==> config.mk <==
export PLATFORM = sky130hd
export DESIGN_NAME = branch_resolve
export DESIGN_NICKNAME = d
export VERILOG_FILES = /design/src/rtl/branch_resolve.sv
export SDC_FILE = /design/constraint.sdc
export NUM_CORES = 1
export LEC_CHECK = 0
export ABC_AREA = 1
export CAP_MARGIN = 10
export CORE_MARGIN = 4
export CORE_UTILIZATION = 47
export CTS_CLUSTER_DIAMETER = 120
export DETAILED_ROUTE_END_ITERATION = 7
export GPL_TIMING_DRIVEN = 0
export PLACE_DENSITY = 0.8
export SKIP_LAST_GASP = 1
export SLEW_MARGIN = 20
export SYNTH_ARGS = -nofsm -noshare
export SYNTH_HDL_FRONTEND = slang
export SYNTH_SLANG_ARGS = --single-unit
==> constraint.sdc <==
create_clock -name clk -period 2.25 [get_ports clk]
set_clock_uncertainty 0.2 [all_clocks]
set_input_delay 0.3375 -clock clk [delete_from_list [all_inputs] [get_ports clk]]
set_output_delay 0.3375 -clock clk [all_outputs]
set_load 0.01 [all_outputs]
==> src/rtl/branch_resolve.sv <==
// Branch resolution unit: evaluates branch conditions against the flag register, issues a fetch redirect, then flushes.
// Optional FLAG_FORWARD_EN: a same-cycle flag write is bypassed into the condition evaluation.

package branch_resolve_pkg;
    localparam int unsigned WORD_W  = 16;
    localparam int unsigned TAKEN_W = 16;

    typedef logic [WORD_W-1:0] word_16;

    typedef struct packed {
        logic zero;
        logic sign;
        logic overflow;
    } status_t;
endpackage

module branch_resolve
    import branch_resolve_pkg::*;
#(
    parameter int unsigned FLUSH_DEPTH = 2
) (
    input  logic               clk,
    input  logic               rst_n,
    input  status_t            stat_in,
    input  logic               flag_we,
    input  logic               br_valid,
    input  logic [1:0]         br_cond,
    input  word_16             br_target,
    output logic               br_ready,
    output logic               redirect_valid,
    output word_16             redirect_pc,
    input  logic               redirect_ack,
    output logic               flush,
    output status_t            flags_q,
    output logic [TAKEN_W-1:0] taken_cnt
);

    localparam int unsigned FCNT_W = 4;

    localparam logic [1:0] COND_EQ = 2'b00;
    localparam logic [1:0] COND_LT = 2'b01;
    localparam logic [1:0] COND_GT = 2'b10;

    typedef enum logic [1:0] {
        IDLE,
        REDIRECT,
        FLUSH
    } state_t;

    state_t              state;
    logic [FCNT_W-1:0]   flush_cnt;

    status_t             cond_src_c;
    logic                accept_c;
    logic                lt_c;
    logic                taken_c;
    logic [TAKEN_W-1:0]  cnt_nxt_c;

    // Condition evaluation and saturating taken-count update
    always_comb begin
        accept_c   = br_valid && br_ready;
`ifdef FLAG_FORWARD_EN
        cond_src_c = (flag_we && accept_c) ? stat_in : flags_q;
`else
        cond_src_c = flags_q;
`endif
        lt_c    = cond_src_c.sign ^ cond_src_c.overflow;
        taken_c = 1'b1;
        case (br_cond)
            COND_EQ: taken_c = cond_src_c.zero;
            COND_LT: taken_c = lt_c;
            COND_GT: taken_c = !cond_src_c.zero && !lt_c;
            default: taken_c = 1'b1;
        endcase

        cnt_nxt_c = taken_cnt;
        if (accept_c && taken_c && (taken_cnt != {TAKEN_W{1'b1}})) begin
            cnt_nxt_c = taken_cnt + TAKEN_W'(1);
        end
    end

    // Control FSM; status outputs are registered alongside the state
    always_ff @(posedge clk) begin
        if (!rst_n) begin
            state          <= IDLE;
            flags_q        <= '0;
            redirect_pc    <= '0;
            flush_cnt      <= '0;
            taken_cnt      <= '0;
            br_ready       <= 1'b1;
            redirect_valid <= 1'b0;
            flush          <= 1'b0;
        end else begin
            if (flag_we) begin
                flags_q <= stat_in;
            end
            taken_cnt <= cnt_nxt_c;

            case (state)
                IDLE: begin
                    if (accept_c && taken_c) begin
                        state          <= REDIRECT;
                        redirect_pc    <= br_target;
                        br_ready       <= 1'b0;
                        redirect_valid <= 1'b1;
                    end
                end
                REDIRECT: begin
                    if (redirect_ack) begin
                        state          <= FLUSH;
                        flush_cnt      <= FCNT_W'(FLUSH_DEPTH - 1);
                        redirect_valid <= 1'b0;
                        flush          <= 1'b1;
                    end
                end
                FLUSH: begin
                    if (flush_cnt == '0) begin
                        state    <= IDLE;
                        flush    <= 1'b0;
                        br_ready <= 1'b1;
                    end else begin
                        flush_cnt <= flush_cnt - FCNT_W'(1);
                    end
                end
                default: begin
                    state          <= IDLE;
                    br_ready       <= 1'b1;
                    redirect_valid <= 1'b0;
                    flush          <= 1'b0;
                end
            endcase
        end
    end

endmodule

==> results.cfg <==
[drt]
dr.first_iter.drc_count = 96
drc_errors = 0
drtAntennaViolNets = 0
wl_met3_um = 197
viasPerCell = 4.923
drt_pre_antenna_iters = 4
wire_per_inst_um = 12.28
routed.top_layer = met4
wl_met1_mm = 2.371
vias = 2053
drt-total-wl_mm = 5.119
dr_wl_met2_mm = 2.529

[pwr]
power_leakage_nw = 1.137
cellPowerDensity_nw_per_um2 = 633.2
power_w = 0.001868
vdd.ir_drop.worst_v = 0.0006007

[critical_path]
critPathKind = flop to flop
reg2regPathDepth = 9
worstPathRequired_ps = 2200
r2r-end = taken_cnt[7]
cp_max_fo = 10
reg2reg_setup_slack_ps = 330
cp.arrival_ps = 1870
end_kind = flop
start_kind = flop
startpoint = taken_cnt[0]
timing.rr.start = taken_cnt[0]

[logic_synthesis]
post-synth-top-count-cell = nor2_1
synth_ff_type = dfxtp_1
synth_top_cell_area_share = 0.4103
synth_top_family_by_area = simple AND/OR/NAND/NOR gates
syn_inst = 294
ys_seq_area_frac = 0.4103
synth_xor_area_frac = 0.04487
synthArstFlopShare = 0
synth_mux_area_frac = 0
synth-edff-count = 0
yosysUniqueCellTypes = 28
synthSimpleGateAreaFrac = 0.3118
synth_adder_area_share = 0.01166
synth_nets = 322
synth_warnings = 0
yosys-top-cells-count = 59 x nor2_1, 56 x nand2_1, 44 x dfxtp_1, 25 x inv_1, 22 x o21ai_0
netlist_top_cells_area = dfxtp_1 41%, nor2_1 10%, nand2_1 9.8%
netlist_area_sq_um = 2147
synth_compound_area_frac = 0.1463
syn_area_per_cell_sq_um = 7.303
ys_ff_latch = 44
yosysTopAreaCell = dfxtp_1

[floorplanning]
die_w_um = 75.59
die-area_sq_um = 5714
ios = 64
start_util = 0.4897
die_y_um = 75.59
row_count = 24
core_area_sq_um = 4384

[flow_run]
maxCapViolations = 0

[clock_tree]
cts_root_buf = clkbuf_8
cts_tree = done
clkTransAtPathRegs_ps = 90
cts_buffers = 5
post_cts_resize_count = 0
cts_setup_buffers = 0
ctsHoldBuffers = 0
clock_latency_ps = 290
clockBufferDepth = 2
cts_max_level = 2
cts.sinks = 44

[timing]
rsz0062_at_grt = no
fin_crit_ps = 1925
fmax_ghz = 0.5195
hold_violations = 0
finalSetupTns_ps = 0
relSlewSlack = 0.5008
tightestPinTransition_ps = 748.7
min_period_over_period = 0.8554
maxSlewViolCount = 0
finalSetupViolCount = 0

[min_path]
hold_class = flop to flop
whs_path_depth = 2
min_to = br_ready
min_from = br_ready

[run_status]
status = finished, final reports clean

[cells_and_area]
fillCellCount = 369
drive_above_1_share = 0.1233
layout.nets = 392
area_growth_syn_to_layout_pct = 37.41
antennaDiodeCount = 0

[placed_design]
dp_hpwl_mm = 3.885
portBuffers = 63
gp_congestion = 0.8514

[grt]
grt_first_pass_wirelength_mm = 8.666
grt.overflow.total = 0
antenna_found_initial = 0
first_global_vias = 1988
grt_max_degree = 14
gr-usage-all-layers = 0.1937
-- final cells by class --
| class | instances | area, sq um | share of cell area |
|---|---|---|---|
| repair buffers | 63 | 630.6 | 0.2137 |
| multi-input cells | 215 | 1105 | 0.3745 |
| flip-flops and latches | 44 | 880.8 | 0.2986 |
| inverters | 27 | 101.3 | 0.03435 |
| plain buffers | 8 | 60.06 | 0.02036 |
| clock inverters | 2 | 35.03 | 0.01187 |
| well taps | 52 | 65.06 | 0.02205 |
| clock buffers | 6 | 72.57 | 0.02460 |
-- layout by cell type (no fill, tap or decap), types with 2 or more instances in the layout --
master	n
clkdlybuf4s50_1	63
nand2_1	56
nand2_2	12
ha_1	2
o21ai_0	22
o21ai_1	5
nand3_2	2
a21oi_1	12
xor2_1	4
clkbuf_1	5
nor3_1	3
inv_1	25
clkbuf_8	5
nor2_1	59
a21oi_2	12
nor2_2	2
xnor2_1	7
dfxtp_1	44
inv_2	2
nand3_1	10
buf_6	2
-- logic make-up after synthesis --
group                      count (synthesis)
xor gates and xnor gates                  11
and+or+nand+nor                          149
DFF                                       44
adders and majority gates                  2
AOI/OAI and AO/OA                         53
buffers and inverters                     35
-- power by group --
group	internal, W	switching, W
Clock	0.000330	0.000259
Combinational	0.000199	0.000203
Sequential	0.000839	0.0000389
-- critical path, stage by stage (launching register included) --
cell and delay, ps:
dfxtp_1 440, ha_1 260, nand3_2 130, inv_1 130
nand2_1 100, nor2_2 160, nor2_4 80, buf_8 160
nand2_2 60, a21oi_2 50
-- layer usage --
layer,vias to the layer above,track usage
met1,925,0.2551
met3,2,0.04617
met2,42,0.3260
met4,0,0.03689
met5,-,0
li1,1084,-
-- through the flow --
stage,instances,worst slack [ps],cell area [sq um],util,hold WS [ps]
CTS,417,341.7,2950,0.6729,272.6
global placement,409,140.2,2843,0.6484,255.8
global route,417,189.4,2950,0.6729,302.8
floorplan,294,499.7,2147,-,268.4
finish,417,325.3,2950,0.6729,274.1
detailed placement,409,81.60,2843,0.6484,259.9
-- worst max path at each step --
stage                            to  slack (ps)  depth (start not counted)
floorplan             taken_cnt[14]         500                          9
detailed placement  redirect_pc[13]          80                         11
CTS                    taken_cnt[2]         340                          1
global placement    redirect_pc[10]         140                         11
finish                 taken_cnt[7]         330                          9
global route           taken_cnt[7]         190                          9
-- flip-flops by register name, summed over array words and instances, names as in the netlist --
| signal | flops |
|---|---|
| redirect_valid | 1 |
| state | 2 |
| taken_cnt | 16 |
| flush_cnt | 4 |
| redirect_pc | 16 |
| flags_q | 3 |
| br_ready | 1 |
| flush | 1 |
No activity file was read; power rests on OpenSTA's default activity.
